File: config.mk
export PLATFORM = sky130hd
export DESIGN_NAME = approx_add_pipe_flat
export DESIGN_NICKNAME = d
export VERILOG_FILES = /design/src/rtl/approx_add_pkg.sv /design/src/rtl/approx_add_pipe_if.sv /design/src/rtl/approx_pipe_reg.sv /design/src/rtl/approx_add_pipe.sv /design/src/flat_wrapper.sv
export SDC_FILE = /design/constraint.sdc
export NUM_CORES = 1
export LEC_CHECK = 0
export CORE_ASPECT_RATIO = 0.5
export CORE_MARGIN = 2
export CORE_UTILIZATION = 49
export CTS_CLUSTER_SIZE = 12
export DETAILED_ROUTE_END_ITERATION = 10
export PLACE_DENSITY = 0.93
export SYNTH_ARGS = -nofsm -noshare
export SYNTH_HDL_FRONTEND = slang
export SYNTH_HIERARCHICAL = 1
export SYNTH_SLANG_ARGS = --single-unit
File: constraint.sdc
create_clock -name clk -period 4.91 [get_ports clk]
set_input_delay 1.2275 -clock clk [delete_from_list [all_inputs] [get_ports clk]]
set_output_delay 1.2275 -clock clk [all_outputs]
set_load 0.01 [all_outputs]
File: src/rtl/approx_add_pkg.sv
`timescale 1ns/1ps
// approx_add_pkg
// Shared definitions for the approximate adder pipeline:
//   - default parameter constants
//   - lower_add  : low-part result (OR approximation or exact add) plus the
//                  carry handed to the upper part, packed as {carry, low[31:0]}
//   - approx_sum : joins the upper-part add and the low part into a full sum
//   - abs_diff   : |x - y| on 33-bit values
// The functions work on 32/33-bit containers so that one body serves every
// legal WIDTH (4..32); callers zero-extend and truncate.
package approx_add_pkg;

  localparam int DEF_WIDTH       = 8;
  localparam int DEF_APPROX_BITS = 4;
  localparam int DEF_CNT_W       = 16;

  function automatic logic [32:0] lower_add(input logic [31:0] a,
                                            input logic [31:0] b,
                                            input int          k,
                                            input logic        exact);
    logic [31:0] mask;
    logic [32:0] s;
    logic        c;
    mask = (k == 0) ? 32'd0 : (32'hFFFF_FFFF >> (32 - k));
    c    = 1'b0;
    if (exact) begin
      s = {1'b0, a & mask} + {1'b0, b & mask};
      if (k != 0) c = s[k];
      s = {c, s[31:0] & mask};
    end else begin
      // The top approximated bit pair doubles as the carry predictor.
      if (k != 0) c = a[k-1] & b[k-1];
      s = {c, (a | b) & mask};
    end
    return s;
  endfunction

  function automatic logic [32:0] approx_sum(input logic [31:0] ua,
                                             input logic [31:0] ub,
                                             input logic        c,
                                             input logic [31:0] lo,
                                             input int          k);
    logic [32:0] up;
    up = {1'b0, ua} + {1'b0, ub} + {32'd0, c};
    return (up << k) | {1'b0, lo};
  endfunction

  function automatic logic [32:0] abs_diff(input logic [32:0] x,
                                           input logic [32:0] y);
    return (x >= y) ? (x - y) : (y - x);
  endfunction

endpackage

File: src/rtl/approx_add_pipe_if.sv
`timescale 1ns/1ps
// approx_add_pipe_if
// Operand/result handshake bundle for approx_add_pipe.
//   in_valid/in_ready   : operand pair handshake (in_a, in_b, in_exact)
//   out_valid/out_ready : result handshake (out_sum, WIDTH+1 bits)
//   err_cnt, err_max    : approximation error statistics
// Modports: master = producer/consumer side, slave = adder side.
interface approx_add_pipe_if
  import approx_add_pkg::*;
#(
  parameter int WIDTH = DEF_WIDTH,
  parameter int CNT_W = DEF_CNT_W
);
  logic             in_valid;
  logic             in_ready;
  logic [WIDTH-1:0] in_a;
  logic [WIDTH-1:0] in_b;
  logic             in_exact;
  logic             out_valid;
  logic             out_ready;
  logic [WIDTH:0]   out_sum;
  logic [CNT_W-1:0] err_cnt;
  logic [WIDTH:0]   err_max;

  modport master (
    output in_valid, in_a, in_b, in_exact, out_ready,
    input  in_ready, out_valid, out_sum, err_cnt, err_max
  );

  modport slave (
    input  in_valid, in_a, in_b, in_exact, out_ready,
    output in_ready, out_valid, out_sum, err_cnt, err_max
  );
endinterface

File: src/rtl/approx_pipe_reg.sv
`timescale 1ns/1ps
// approx_pipe_reg
// One valid/ready pipeline slot. Accepts when empty or when its content is
// leaving in the same cycle; holds data stable while stalled.
// Ports: clk, rst (async, active-high), in_valid/in_ready/in_data,
//        out_valid/out_ready/out_data. Parameter DW = payload width.
module approx_pipe_reg
  import approx_add_pkg::*;
#(
  parameter int DW = DEF_WIDTH
) (
  input  logic          clk,
  input  logic          rst,
  input  logic          in_valid,
  output logic          in_ready,
  input  logic [DW-1:0] in_data,
  output logic          out_valid,
  input  logic          out_ready,
  output logic [DW-1:0] out_data
);

  logic load;

  assign in_ready = !out_valid || out_ready;
  assign load     = in_valid && in_ready;

  always_ff @(posedge clk or posedge rst) begin
    if (rst) begin
      out_valid <= 1'b0;
      out_data  <= '0;
    end else begin
      out_valid <= load || (out_valid && !out_ready);
      if (load) out_data <= in_data;
    end
  end

endmodule

File: src/rtl/approx_add_pipe.sv
`timescale 1ns/1ps
// approx_add_pipe
// Two-stage lower-part-OR approximate adder with per-transaction exact mode.
//   clk, rst (async, active-high)
//   bus.slave : in_valid/in_ready/in_a/in_b/in_exact,
//               out_valid/out_ready/out_sum, err_cnt, err_max
// Parameters: WIDTH (operand bits), APPROX_BITS (low bits approximated),
//             CNT_W (error counter width).
// Optional feature: define APPROX_ERRSTAT_EN to build the exact reference
// path and the error statistics; otherwise err_cnt/err_max are tied to 0.
module approx_add_pipe
  import approx_add_pkg::*;
#(
  parameter int WIDTH       = DEF_WIDTH,
  parameter int APPROX_BITS = DEF_APPROX_BITS,
  parameter int CNT_W       = DEF_CNT_W
) (
  input  logic             clk,
  input  logic             rst,
  approx_add_pipe_if.slave bus
);

  localparam int K    = APPROX_BITS;
  localparam int LO_W = (K == 0) ? 1 : K;
  localparam int UP_W = WIDTH - K;
`ifdef APPROX_ERRSTAT_EN
  localparam int S1_W = 3 + 2 * LO_W + 2 * UP_W;
`else
  localparam int S1_W = 2 + LO_W + 2 * UP_W;
`endif

  function automatic logic [CNT_W-1:0] sat_inc(input logic [CNT_W-1:0] v);
    return (&v) ? v : v + CNT_W'(1);
  endfunction

  logic [32:0]     lw_p0;
  logic [UP_W-1:0] ua_p0, ub_p0;
  logic [S1_W-1:0] data_p0, data_p1;
  logic            rdy_p1, rdy_p2, vld_p1;
  logic            mode_p1, c_p1;
  logic [LO_W-1:0] lo_p1;
  logic [UP_W-1:0] ua_p1, ub_p1;
  logic [32:0]     sum_p1;
  logic            unused_bits;

  // Stage 0: split operands; the mode bit selects OR-approximate or exact
  // low part here so stage 2 runs the same upper add for both modes.
  assign lw_p0 = lower_add(32'(bus.in_a), 32'(bus.in_b), K, bus.in_exact);
  assign ua_p0 = UP_W'(bus.in_a >> K);
  assign ub_p0 = UP_W'(bus.in_b >> K);

`ifdef APPROX_ERRSTAT_EN
  logic [32:0]     lx_p0;
  logic            cx_p1;
  logic [LO_W-1:0] lox_p1;

  assign lx_p0   = lower_add(32'(bus.in_a), 32'(bus.in_b), K, 1'b1);
  assign data_p0 = {bus.in_exact, lw_p0[32], lw_p0[LO_W-1:0], ua_p0, ub_p0,
                    lx_p0[32], lx_p0[LO_W-1:0]};
  assign {mode_p1, c_p1, lo_p1, ua_p1, ub_p1, cx_p1, lox_p1} = data_p1;
`else
  assign data_p0 = {bus.in_exact, lw_p0[32], lw_p0[LO_W-1:0], ua_p0, ub_p0};
  assign {mode_p1, c_p1, lo_p1, ua_p1, ub_p1} = data_p1;
`endif

  // Stage 1 register: low part, upper operands, carry, mode.
  approx_pipe_reg #(.DW(S1_W)) u_s1 (
    .clk       (clk),
    .rst       (rst),
    .in_valid  (bus.in_valid),
    .in_ready  (rdy_p1),
    .in_data   (data_p0),
    .out_valid (vld_p1),
    .out_ready (rdy_p2),
    .out_data  (data_p1)
  );

  // rdy_p1 already equals !vld_p1 | (!out_valid | out_ready).
  assign bus.in_ready = rdy_p1 && !rst;

  assign sum_p1 = approx_sum(32'(ua_p1), 32'(ub_p1), c_p1, 32'(lo_p1), K);

  // Stage 2 register: full sum with carry-out.
  approx_pipe_reg #(.DW(WIDTH + 1)) u_s2 (
    .clk       (clk),
    .rst       (rst),
    .in_valid  (vld_p1),
    .in_ready  (rdy_p2),
    .in_data   (sum_p1[WIDTH:0]),
    .out_valid (bus.out_valid),
    .out_ready (bus.out_ready),
    .out_data  (bus.out_sum)
  );

`ifdef APPROX_ERRSTAT_EN
  logic [32:0]      ref_p1, err_p1;
  logic [WIDTH:0]   errw_p1;
  logic [CNT_W-1:0] cnt_p2;
  logic [WIDTH:0]   max_p2;

  assign ref_p1  = approx_sum(32'(ua_p1), 32'(ub_p1), cx_p1, 32'(lox_p1), K);
  assign err_p1  = abs_diff(ref_p1, sum_p1);
  assign errw_p1 = err_p1[WIDTH:0];

  // Statistics update on the same edge the result enters stage 2.
  always_ff @(posedge clk or posedge rst) begin
    if (rst) begin
      cnt_p2 <= '0;
      max_p2 <= '0;
    end else if (vld_p1 && rdy_p2 && !mode_p1) begin
      if (errw_p1 != '0)    cnt_p2 <= sat_inc(cnt_p2);
      if (errw_p1 > max_p2) max_p2 <= errw_p1;
    end
  end

  assign bus.err_cnt = cnt_p2;
  assign bus.err_max = max_p2;
  assign unused_bits = ^{lw_p0, lx_p0, sum_p1, ref_p1, err_p1};
`else
  assign bus.err_cnt = '0;
  assign bus.err_max = '0;
  assign unused_bits = ^{lw_p0, sum_p1, mode_p1, sat_inc('0)};
`endif

endmodule

File: src/flat_wrapper.sv
// flat-port wrapper written by rule: the top's interface ports become plain ports
module approx_add_pipe_flat import approx_add_pkg::*;
#(
  parameter int WIDTH       = DEF_WIDTH,
  parameter int APPROX_BITS = DEF_APPROX_BITS,
  parameter int CNT_W       = DEF_CNT_W
)
  (clk, rst, bus_in_valid, bus_in_a, bus_in_b, bus_in_exact, bus_out_ready, bus_in_ready, bus_out_valid, bus_out_sum, bus_err_cnt, bus_err_max);
  approx_add_pipe_if #(.WIDTH(WIDTH), .CNT_W(CNT_W)) bus_i ();
  input  logic clk;
  input  logic rst;
  input wire logic [$bits(bus_i.in_valid)-1:0] bus_in_valid;
  input wire logic [$bits(bus_i.in_a)-1:0] bus_in_a;
  input wire logic [$bits(bus_i.in_b)-1:0] bus_in_b;
  input wire logic [$bits(bus_i.in_exact)-1:0] bus_in_exact;
  input wire logic [$bits(bus_i.out_ready)-1:0] bus_out_ready;
  output wire logic [$bits(bus_i.in_ready)-1:0] bus_in_ready;
  output wire logic [$bits(bus_i.out_valid)-1:0] bus_out_valid;
  output wire logic [$bits(bus_i.out_sum)-1:0] bus_out_sum;
  output wire logic [$bits(bus_i.err_cnt)-1:0] bus_err_cnt;
  output wire logic [$bits(bus_i.err_max)-1:0] bus_err_max;
  assign bus_i.in_valid = bus_in_valid;
  assign bus_i.in_a = bus_in_a;
  assign bus_i.in_b = bus_in_b;
  assign bus_i.in_exact = bus_in_exact;
  assign bus_i.out_ready = bus_out_ready;
  assign bus_in_ready = bus_i.in_ready;
  assign bus_out_valid = bus_i.out_valid;
  assign bus_out_sum = bus_i.out_sum;
  assign bus_err_cnt = bus_i.err_cnt;
  assign bus_err_max = bus_i.err_max;
  approx_add_pipe #(.WIDTH(WIDTH), .APPROX_BITS(APPROX_BITS), .CNT_W(CNT_W)) u_core (.clk(clk), .rst(rst), .bus(bus_i));
endmodule
==> impl_results.md, run 1 <==
- Post-detail-place hpwl: 2094 um
- Fin. max-slew vios: 0
- Logic gate share of total power: 40.2%
- Worst endpoint data arrival time: 2680 ps
- Setup WS pre-CTS: 1012 ps
- Site Rows: 14
- Switching Fraction: 28.83%
- Placeable Area: 0.003100 mm^2
- Final worst slack: 1002 ps
- Die area: 0.003882 mm^2
- Startpoint types: input port
- Initial core utilization: 53.31%
- Placed cells: 203
- Post-CTS Hold Buffers: 0
- P per Cell Area: 356.2 mW/mm^2
- Synthesis Warnings: 6
- Worst min path class: flop to flop
- NumNets Final: 203
- Via-to-Cell Ratio: 4.604
- Layout overhead on the synthesized area: 17.34%
- Total GRT Usage: 15.45%
- Post-Route WL: 2610 um
- Clock latency on the worst-skew pair: 260 ps
- Most common cell after layout, fill and taps aside: clkdlybuf4s50_1
- Boundary pin count: 57
- Post-route antenna net violation count: 0
- CP Max Fanout: 3
- Num CTS Buffers: 3
- Run status: finished clean
- DR WL/cell: 12.61 um
- CTS tree: built
- Pin count of the biggest net entering global routing: 15
- Grt total ovfl: 0
- Skew final: 2.323 ps
- DR iter-0 viols: 18
- Placement Cell Area: 0.001884 mm^2
- Design Area, Final: 0.001939 mm^2
- Post-cts sizing count: 0
- Setup violations, final: 0
- Leakage: 0.9731 nW
- Die Span Y: 45.07 um
- Fraction of final layout cells sized beyond drive strength 1: 19.76%
- CP Class: input port to output port
- Sequential share of power: 41.0%
- Post-Syn Instances: 135
- Fin Hold WS: 513.0 ps
- Mean Syn Cell Area: 12.24 um^2
- Max frequency: 255.9 MHz
- TritonCTS Sinks: 24
- Root buffer cell: clkbuf_8
- CP Capture Type: output port
- Rel. slew slack: 63.93%
- H-tree depth: 1
- Worst-path clk slew: 80 ps
- Die width: 86.14 um
- Switch Pwr: 199.2 uW
- Hold Vio Cnt, Final: 0
- Vias in the first global route: 934
- Layout Cells excl Fill: 207
- Maximum vdd drop: 0.0001710 V
- RSZ-0062 raised after global routing: false
- WP data required: 3680 ps
- Initial antenna violation count: 0
- Clock Power Share: 18.8%
- Synth Cell Area: 0.001653 mm^2
- Final Cycle Share: 79.60%
- Internal power: 491.7 uW
- Most frequent cells in the layout: clkdlybuf4s50_1, conb_1, dfrtp_1
- Vias post-DR: 953
- Post-CTS Setup Repair Bufs: 0
- Final Critical Period: 3908 ps
- DRC: 0
- Number of buffers added on ports: 31
- First-pass GRT wire length: 4491 um
- Max-cap viol count: 0
- Fin Setup TNS: 0 ps
- Final GP Congestion: 0.7778
- First-pass iteration count of the detailed router: 4
- Number of buffers on the longest clock path: 2
- Slew @ Worst Pin: 540.4 ps
- # diodes: 0
power by group through the flow:
| stage | Sequential (mW) | Combinational [mW] | Clock, mW |
|---|---|---|---|
| floorplan | 0.294 | 0.172 | 0 |
| global placement | 0.284 | 0.263 | 0 |
| detailed placement | 0.288 | 0.276 | 0 |
| CTS | 0.284 | 0.279 | 0.134 |
| global route | 0.292 | 0.298 | 0.143 |
| finish | 0.283 | 0.278 | 0.130 |
per-layer routing:
metal	vias to the layer above	track usage, %	wire [um]
met5	-	0	0
met4	0	5.397	31
met3	4	3.473	175
met2	40	29.61	1415
met1	456	17.52	988
li1	453	-	-
layout make-up:
cell class	instances	area, um^2
flip-flops and latches	24	600.6
multi-input cells	92	863.3
fillers	222	1161
repair buffers	31	310.3
clock buffers	4	55.05
well taps	40	50.05
inverters	16	60.06
sequential cells by signal (all words and copies together), names as in the netlist:
| signal | count |
|---|---|
| u_core/u_s2/out_valid | 1 |
| u_core/u_s1/out_valid | 1 |
| u_core/u_s2/out_data | 9 |
| u_core/u_s1/out_data | 13 |
per-stage QoR:
stage,total power [mW],util [%]
6_report,0.6909,62.55
2_1_floorplan,0.4659,-
4_1_cts,0.6979,62.55
5_1_grt,0.7332,62.55
3_5_place_dp,0.5639,60.77
3_3_place_gp,0.5470,60.77
worst paths after layout:
kind                                                startpoint                             endpoint  slack, ps  depth (start not counted)
max                                              bus_out_ready                         bus_in_ready       1000                          5
min                        u_core/u_s1/out_data[9]$_DFFE_PP0P_  u_core/u_s2/out_data[1]$_DFFE_PP0P_        510                          1
max reg2reg                u_core/u_s1/out_data[0]$_DFFE_PP0P_  u_core/u_s2/out_data[8]$_DFFE_PP0P_       3010                          7
min reg2reg                u_core/u_s1/out_data[9]$_DFFE_PP0P_  u_core/u_s2/out_data[1]$_DFFE_PP0P_        510                          1
max in group asynchronous                                  rst  u_core/u_s1/out_data[8]$_DFFE_PP0P_       3190                          2
min in group asynchronous                                  rst      u_core/u_s2/out_valid$_DFF_PP0_       1310                          2
critical path: stages:
cell and delay, ps:
clkdlybuf4s50_1 460, nand2b_4 160, nand2b_4 150, nor2b_1 130, clkdlybuf4s50_1 550
(Power assumes the default switching activity.)
==> inputs of run 2 (changes only) <==
--- a/config.mk
+++ b/config.mk
@@ -7,10 +7,10 @@
 export LEC_CHECK = 0
 export CORE_ASPECT_RATIO = 0.5
 export CORE_MARGIN = 2
-export CORE_UTILIZATION = 49
+export CORE_UTILIZATION = 46
 export CTS_CLUSTER_SIZE = 12
 export DETAILED_ROUTE_END_ITERATION = 10
-export PLACE_DENSITY = 0.93
+export PLACE_DENSITY = 0.89
 export SYNTH_ARGS = -nofsm -noshare
 export SYNTH_HDL_FRONTEND = slang
 export SYNTH_HIERARCHICAL = 1
==> constraint.sdc (replaced) <==
create_clock -name clk -period 4 [get_ports clk]
set_input_delay 1 -clock clk [delete_from_list [all_inputs] [get_ports clk]]
set_output_delay 1 -clock clk [all_outputs]
set_load 0.01 [all_outputs]
==> run 2 against run 1 <==
- non-clock buffer count did not move
- worst hold slack got worse by 9.8 ps
- sequential share of layout area unchanged
- die area grew 6.1%
- critical endpoint unchanged
- largest cell class unchanged
- sequential power increased by 23%
- clock power up 5%
- final cell count is 4.8% higher
==> impl_results.md, run 2 (synthesized netlist as in run 1, its figures left out) <==
- Largest Register: u_core/u_s1/out_data
- Final Critical Period: 3417 ps
- Total GRT Usage: 13.12% (-2.3 points)
- Switch Pwr: 234.8 uW (+18%)
- Pin count of the biggest net entering global routing: 15 (unchanged)
- Post-route antenna net violation count: 0 (unchanged)
- Most common cell after layout, fill and taps aside: clkdlybuf4s50_1
- Boundary pin count: 57 (unchanged)
- Post-CTS Hold Buffers: 0 (unchanged)
- Die area: 0.004118 mm^2 (+6.1%)
- Number of buffers on the longest clock path: 2 (unchanged)
- Final worst slack: 582.5 ps (-419.0 ps)
- Placed cells: 214 (+5.4%)
- NumNets Final: 203 (unchanged)
- First-pass GRT wire length: 3988 um (-11%)
- Post-layout util: 56.47% (-6.1 points)
- Crit path from: bus_out_ready
- Vias in the first global route: 852 (-8.8%)
- Clock latency on the worst-skew pair: 260 ps (about the same)
- RR Endpoint: u_core/u_s2/out_data[8]$_DFFE_PP0P_
- Root buffer cell: clkbuf_8
- Post-detail-place hpwl: 2028 um (-3.1%)
- Initial antenna violation count: 0 (unchanged)
- Worst endpoint data arrival time: 2420 ps (-260 ps)
- Num CTS Buffers: 3 (unchanged)
- Flop2flop setup slack: 2210 ps (-800 ps)
- Top Registers: u_core/u_s1/out_data x13, u_core/u_s2/out_data x9
- Leakage: 0.9659 nW (-0.74%)
- Fraction of final layout cells sized beyond drive strength 1: 19.28% (-0.48 points)
- Max-cap viol count: 0 (unchanged)
- Busiest grt layer: met2
- CP Capture Type: output port
- Multi-input gate area: 863.3 um^2 (unchanged)
- Sequential share of power: 42.6% (+1.6 points)
- WP data required: 3000 ps (-680 ps)
- Internal power: 582.5 uW (+18%)
- Rel. slew slack: 63.21% (-0.72 points)
- Fin Setup TNS: 0 ps (unchanged)
- CTS tree: built
- Placement Cell Area: 0.001898 mm^2 (+0.73%)
- DRC: 0 (unchanged)
- DR iter-0 viols: 47 (+29)
- Reg2reg start: u_core/u_s1/out_data[0]$_DFFE_PP0P_
- Setup WS pre-CTS: 566.1 ps (-446.1 ps)
- Clock Power Share: 16.6% (-2.2 points)
- Worst-path clk slew: 80 ps (about the same)
- Design Power: 817.3 uW (+18%)
- Post-CTS Setup Repair Bufs: 0 (unchanged)
- Most frequent cells in the layout: clkdlybuf4s50_1, conb_1, dfrtp_1
- Maximum vdd drop: 0.0001239 V (-28%)
- Skew final: 3.501 ps (+1.178 ps)
- Via-to-Cell Ratio: 4.240 (-7.9%)
- Die Span Y: 46.39 um (+2.9%)
- Site Rows: 15 (+1)
- Max frequency: 292.6 MHz
- Final GP Congestion: 0.7840 (+0.80%)
- Grt total ovfl: 0 (unchanged)
- CP Class: input port to output port
- Fin Hold WS: 503.2 ps (-9.842 ps)
- CP Max Fanout: 3 (unchanged)
- Post-cts sizing count: 0 (unchanged)
- Number of buffers added on ports: 31 (unchanged)
- Die width: 88.77 um (+3.1%)
- RSZ-0062 raised after global routing: false
- First-pass iteration count of the detailed router: 2 (-2)
- Startpoint types: input port
- Setup violations, final: 0 (unchanged)
- Worst R2R Path Depth: 7 (unchanged)
- Post-Route WL: 2489 um (-4.6%)
- GR Layer Usage met1: 15.82% (-1.7 points)
- DR WL/cell: 11.47 um (-9.0%)
- Logic gate share of total power: 40.8% (+0.6 points)
- TritonCTS Sinks: 24 (unchanged)
- Hold Vio Cnt, Final: 0 (unchanged)
- # diodes: 0 (unchanged)
- Storage cell area: 600.6 um^2 (unchanged)
- Filler cell count: 284 (+28%)
- Final Cycle Share: 85.44%
- Layout Cells excl Fill: 217 (+4.8%)
- Switching Fraction: 28.73% (-0.10 points)
- Initial core utilization: 48.12% (-5.2 points)
- Slew @ Worst Pin: 551.3 ps (+10.84 ps)
- Fin. max-slew vios: 0 (unchanged)
- Met3 Use GR: 2.151% (-1.3 points)
- Worst min path class: flop to flop
- CP endpoint: bus_in_ready
- M2 GR Usage: 24.33% (-5.3 points)
- Design Area, Final: 0.001939 mm^2 (unchanged)
- Vias post-DR: 920 (-3.5%)
- Max FFs per register: 13 (unchanged)
- H-tree depth: 1 (unchanged)
- Placeable Area: 0.003435 mm^2 (+11%)
- Layout overhead on the synthesized area: 17.34% (unchanged)
- Run status: finished clean
- P per Cell Area: 421.4 mW/mm^2 (+18%)
run 2: cell types whose count changed in the layout (fill, tap and decap cells not counted), sizes merged:
cell / change
clkbuf: -1
run 2: worst min path at each step:
stage	end	slack [ps]	cells after the start	startpoint
CTS	u_core/u_s2/out_data[0]$_DFFE_PP0P_	500	1	u_core/u_s1/out_data[8]$_DFFE_PP0P_
floorplan	u_core/u_s2/out_data[0]$_DFFE_PP0P_	480	1	u_core/u_s1/out_data[8]$_DFFE_PP0P_
finish	u_core/u_s2/out_data[0]$_DFFE_PP0P_	500	1	u_core/u_s1/out_data[8]$_DFFE_PP0P_
detailed placement	u_core/u_s2/out_data[0]$_DFFE_PP0P_	500	1	u_core/u_s1/out_data[8]$_DFFE_PP0P_
global placement	u_core/u_s2/out_data[0]$_DFFE_PP0P_	490	1	u_core/u_s1/out_data[8]$_DFFE_PP0P_
global route	u_core/u_s2/out_data[0]$_DFFE_PP0P_	530	1	u_core/u_s1/out_data[8]$_DFFE_PP0P_
run 2: layout make-up:
cell class | instances | share of cell area, %
Tap cell | 51 | 3.290
Timing Repair Buffer | 31 | 16.00
Multi-Input combinational cell | 92 | 44.52
Sequential cell | 24 | 30.97
Inverter | 16 | 3.097
Clock buffer | 3 | 2.129
run 2: worst max-delay path, stage by stage:
cell	delay (ps)
clkdlybuf4s50_1	450
nand2b_4	150
nand2b_4	150
nor2b_1	120
clkdlybuf4s50_1	540
run 2: routing by layer:
layer	routed length, um	share of wire (%)
met1	1054	42
met2	1287	52
met3	147	5.9
met4	0	0
met5	0	0
run 2: power groups by stage:
| stage | Clock [mW] | Sequential [mW] | Combinational (mW) |
|---|---|---|---|
| after floorplan | 0 | 0.361 | 0.211 |
| after global placement | 0 | 0.349 | 0.322 |
| after detailed placement | 0 | 0.353 | 0.335 |
| after CTS | 0.140 | 0.349 | 0.336 |
| after global routing | 0.149 | 0.356 | 0.362 |
| final | 0.136 | 0.348 | 0.333 |
==> inputs of run 3 (changes only) <==
--- a/config.mk
+++ b/config.mk
@@ -6,7 +6,7 @@
 export NUM_CORES = 1
 export LEC_CHECK = 0
 export CORE_ASPECT_RATIO = 0.5
-export CORE_MARGIN = 2
+export CORE_MARGIN = 4
 export CORE_UTILIZATION = 46
 export CTS_CLUSTER_SIZE = 12
 export DETAILED_ROUTE_END_ITERATION = 10
==> run 3 against run 2 <==
- clock skew grew 1.1 ps
- non-clock buffer count stayed put
- global-route usage down 0.20 points
- register-to-register slack about the same
- final cell count is 0.46% higher
- sequential power about the same
- die area increased by 14%
- combinational power increased by 2%
- worst hold slack better by 0.78 ps
- core utilization increased by 0.87 points
- worst setup slack lost 24 ps
- routed wire length increased by 11%
==> impl_results.md, run 3 (synthesized netlist as in run 1, its figures left out) <==
- Run status: finished clean
- Die Span Y: 50.39 um (+8.6%)
- Most frequent cells in the layout: clkdlybuf4s50_1, conb_1, dfrtp_1
- Startpoint types: input port
- CP Max Fanout: 3 (unchanged)
- First-pass GRT wire length: 4588 um (+15%)
- Maximum vdd drop: 0.0001823 V (+47%)
- Initial core utilization: 48.12% (unchanged)
- Hold Vio Cnt, Final: 0 (unchanged)
- NumNets Final: 203 (unchanged)
- # diodes: 0 (unchanged)
- Sequential share of power: 38.7% (-3.9 points)
- Final Critical Period: 3441 ps (+23.67 ps)
- CP bufs+invs: 2 (unchanged)
- Cell family with most CP delay: buffers and inverters
- Boundary pin count: 57 (unchanged)
- Number of buffers added on ports: 31 (unchanged)
- Total GRT Usage: 12.92% (-0.20 points)
- DR iter-0 viols: 19 (-60%)
- Worst-path clk slew: 80 ps (about the same)
- Logic gate share of total power: 37.7% (-3.1 points)
- CP Class: input port to output port
- Vias post-DR: 927 (+0.76%)
- Worst min path class: flop to flop
- Pin count of the biggest net entering global routing: 15 (unchanged)
- Post-layout util: 57.34% (+0.87 points)
- Die area: 0.004674 mm^2 (+14%)
- WP data required: 3000 ps (about the same)
- P per Cell Area: 455.3 mW/mm^2 (+8.0%)
- Max frequency: 290.6 MHz (-0.69%)
- Die width: 92.77 um (+4.5%)
- Number of buffers on the longest clock path: 2 (unchanged)
- Via-to-Cell Ratio: 4.252 (+0.30%)
- Fraction of final layout cells sized beyond drive strength 1: 19.76% (+0.48 points)
- TritonCTS Sinks: 24 (unchanged)
- Top Registers: u_core/u_s1/out_data x13, u_core/u_s2/out_data x9
- Largest Register: u_core/u_s1/out_data
- Final GP Congestion: 0.8084 (+3.1%)
- Fin Setup TNS: 0 ps (unchanged)
- Switching Fraction: 27.61% (-1.1 points)
- Clock Power Share: 23.6% (+7.0 points)
- Leakage: 0.9800 nW (+1.5%)
- DRC: 0 (unchanged)
- Final Cycle Share: 86.03% (+0.59 points)
- Skew final: 4.610 ps (+1.109 ps)
- Fin. max-slew vios: 0 (unchanged)
- Initial antenna violation count: 0 (unchanged)
- Max FFs per register: 13 (unchanged)
- Post-cts sizing count: 0 (unchanged)
- Worst endpoint data arrival time: 2440 ps (+20 ps)
- Post-route antenna net violation count: 0 (unchanged)
- CTS tree: built
- Max-cap viol count: 0 (unchanged)
- DR WL/cell: 12.71 um (+11%)
- Post-Route WL: 2771 um (+11%)
- Num CTS Buffers: 3 (unchanged)
- Setup WS pre-CTS: 547.9 ps (-18.13 ps)
- Rel. slew slack: 62.44% (-0.77 points)
- Layout overhead on the synthesized area: 19.15%
- Root buffer cell: clkbuf_8
- Post-CTS Hold Buffers: 0 (unchanged)
- RSZ-0062 raised after global routing: false
- Storage cell area: 600.6 um^2 (unchanged)
- Site Rows: 15 (unchanged)
- Filler cell count: 283 (-0.35%)
- CP Capture Type: output port
- Internal power: 649.0 uW (+11%)
- First-pass iteration count of the detailed router: 4 (+2)
- Critical-path top delay cell: clkdlybuf4s50_1
- Slew @ Worst Pin: 562.8 ps (+11.47 ps)
- Critical-path cell list: clkdlybuf4s50_1, nand2b_4, nand2b_4, nor2b_1, clkdlybuf4s50_1
- Setup violations, final: 0 (unchanged)
- Switch Pwr: 247.6 uW (+5.4%)
- Placeable Area: 0.003435 mm^2 (unchanged)
- Final worst slack: 558.9 ps (-23.67 ps)
- Grt total ovfl: 0 (unchanged)
- Max incr delay on CP: 540 ps (about the same)
- Multi-input gate area: 863.3 um^2 (unchanged)
- Clock latency on the worst-skew pair: 270 ps (about the same)
- Vias in the first global route: 985 (+16%)
- Post-detail-place hpwl: 2282 um (+12%)
- Post-CTS Setup Repair Bufs: 0 (unchanged)
- H-tree depth: 1 (unchanged)
- Most common cell after layout, fill and taps aside: clkdlybuf4s50_1
run 3: changes by cell type in the layout (fill, tap and decap cells not counted), sizes merged:
| cell | before | now |
|---|---|---|
| bufinv | 0 | 1 |
run 3: worst paths after layout:
path                                                startpoint                                  end  slack (ps)  cells past startpoint
setup / recovery                                 bus_out_ready                         bus_in_ready         560                      5
hold / removal             u_core/u_s1/out_data[8]$_DFFE_PP0P_  u_core/u_s2/out_data[0]$_DFFE_PP0P_         500                      1
setup reg to reg           u_core/u_s1/out_data[0]$_DFFE_PP0P_  u_core/u_s2/out_data[8]$_DFFE_PP0P_        2200                      7
hold reg to reg            u_core/u_s1/out_data[8]$_DFFE_PP0P_  u_core/u_s2/out_data[0]$_DFFE_PP0P_         500                      1
max in group asynchronous                                  rst  u_core/u_s1/out_data[4]$_DFFE_PP0P_        2490                      2
min in group asynchronous                                  rst      u_core/u_s2/out_valid$_DFF_PP0_        1060                      2
run 3: power by group through the flow:
stage	logic (mW)	registers (mW)	clock network [mW]
after floorplan	0.211	0.361	0
after global placement	0.324	0.349	0
after detailed placement	0.339	0.354	0
after CTS	0.341	0.349	0.218
after global routing	0.363	0.356	0.229
final	0.338	0.347	0.212
run 3: worst reg2reg max path: cells and delay by family, from the launching register on:
| family | cells | cell delay (ps) |
|---|---|---|
| multiplexers | 1 | 260 |
| AND/OR/NAND/NOR | 2 | 130 |
| flip-flops | 1 | 410 |
| buffers and inverters | 1 | 90 |
| AO/OA/AOI/OAI | 1 | 140 |
| adder cells (fa/ha/maj) | 2 | 670 |
run 3: through the flow:
stage / area [um^2] / hold slack (ps) / total power, mW / cells
3_3_place_gp: 1898 / 485.3 / 0.6729 / 214
5_1_grt: 1969 / 529.3 / 0.9484 / 218
4_1_cts: 1969 / 503.4 / 0.9085 / 218
2_1_floorplan: 1743 / 476.2 / 0.5719 / 159
6_report: 1969 / 503.9 / 0.8966 / 218
3_5_place_dp: 1898 / 495.2 / 0.6930 / 214
run 3: layout make-up:
cell class              instances  area share, %
well taps                      51          3.240
multi-input cells              92          43.84
flip-flops and latches         24          30.50
clock buffers                   3          2.097
clock inverters                 1          1.525
repair buffers                 31          15.76
inverters                      16          3.050
run 3: metal layers:
layer  wire (um)  up-vias  track usage, %
met5           0        -               0
met4          29        0           5.109
met3         189        2           3.293
met2        1430       38           24.91
met1        1121      436           13.53
li1            -      451               -
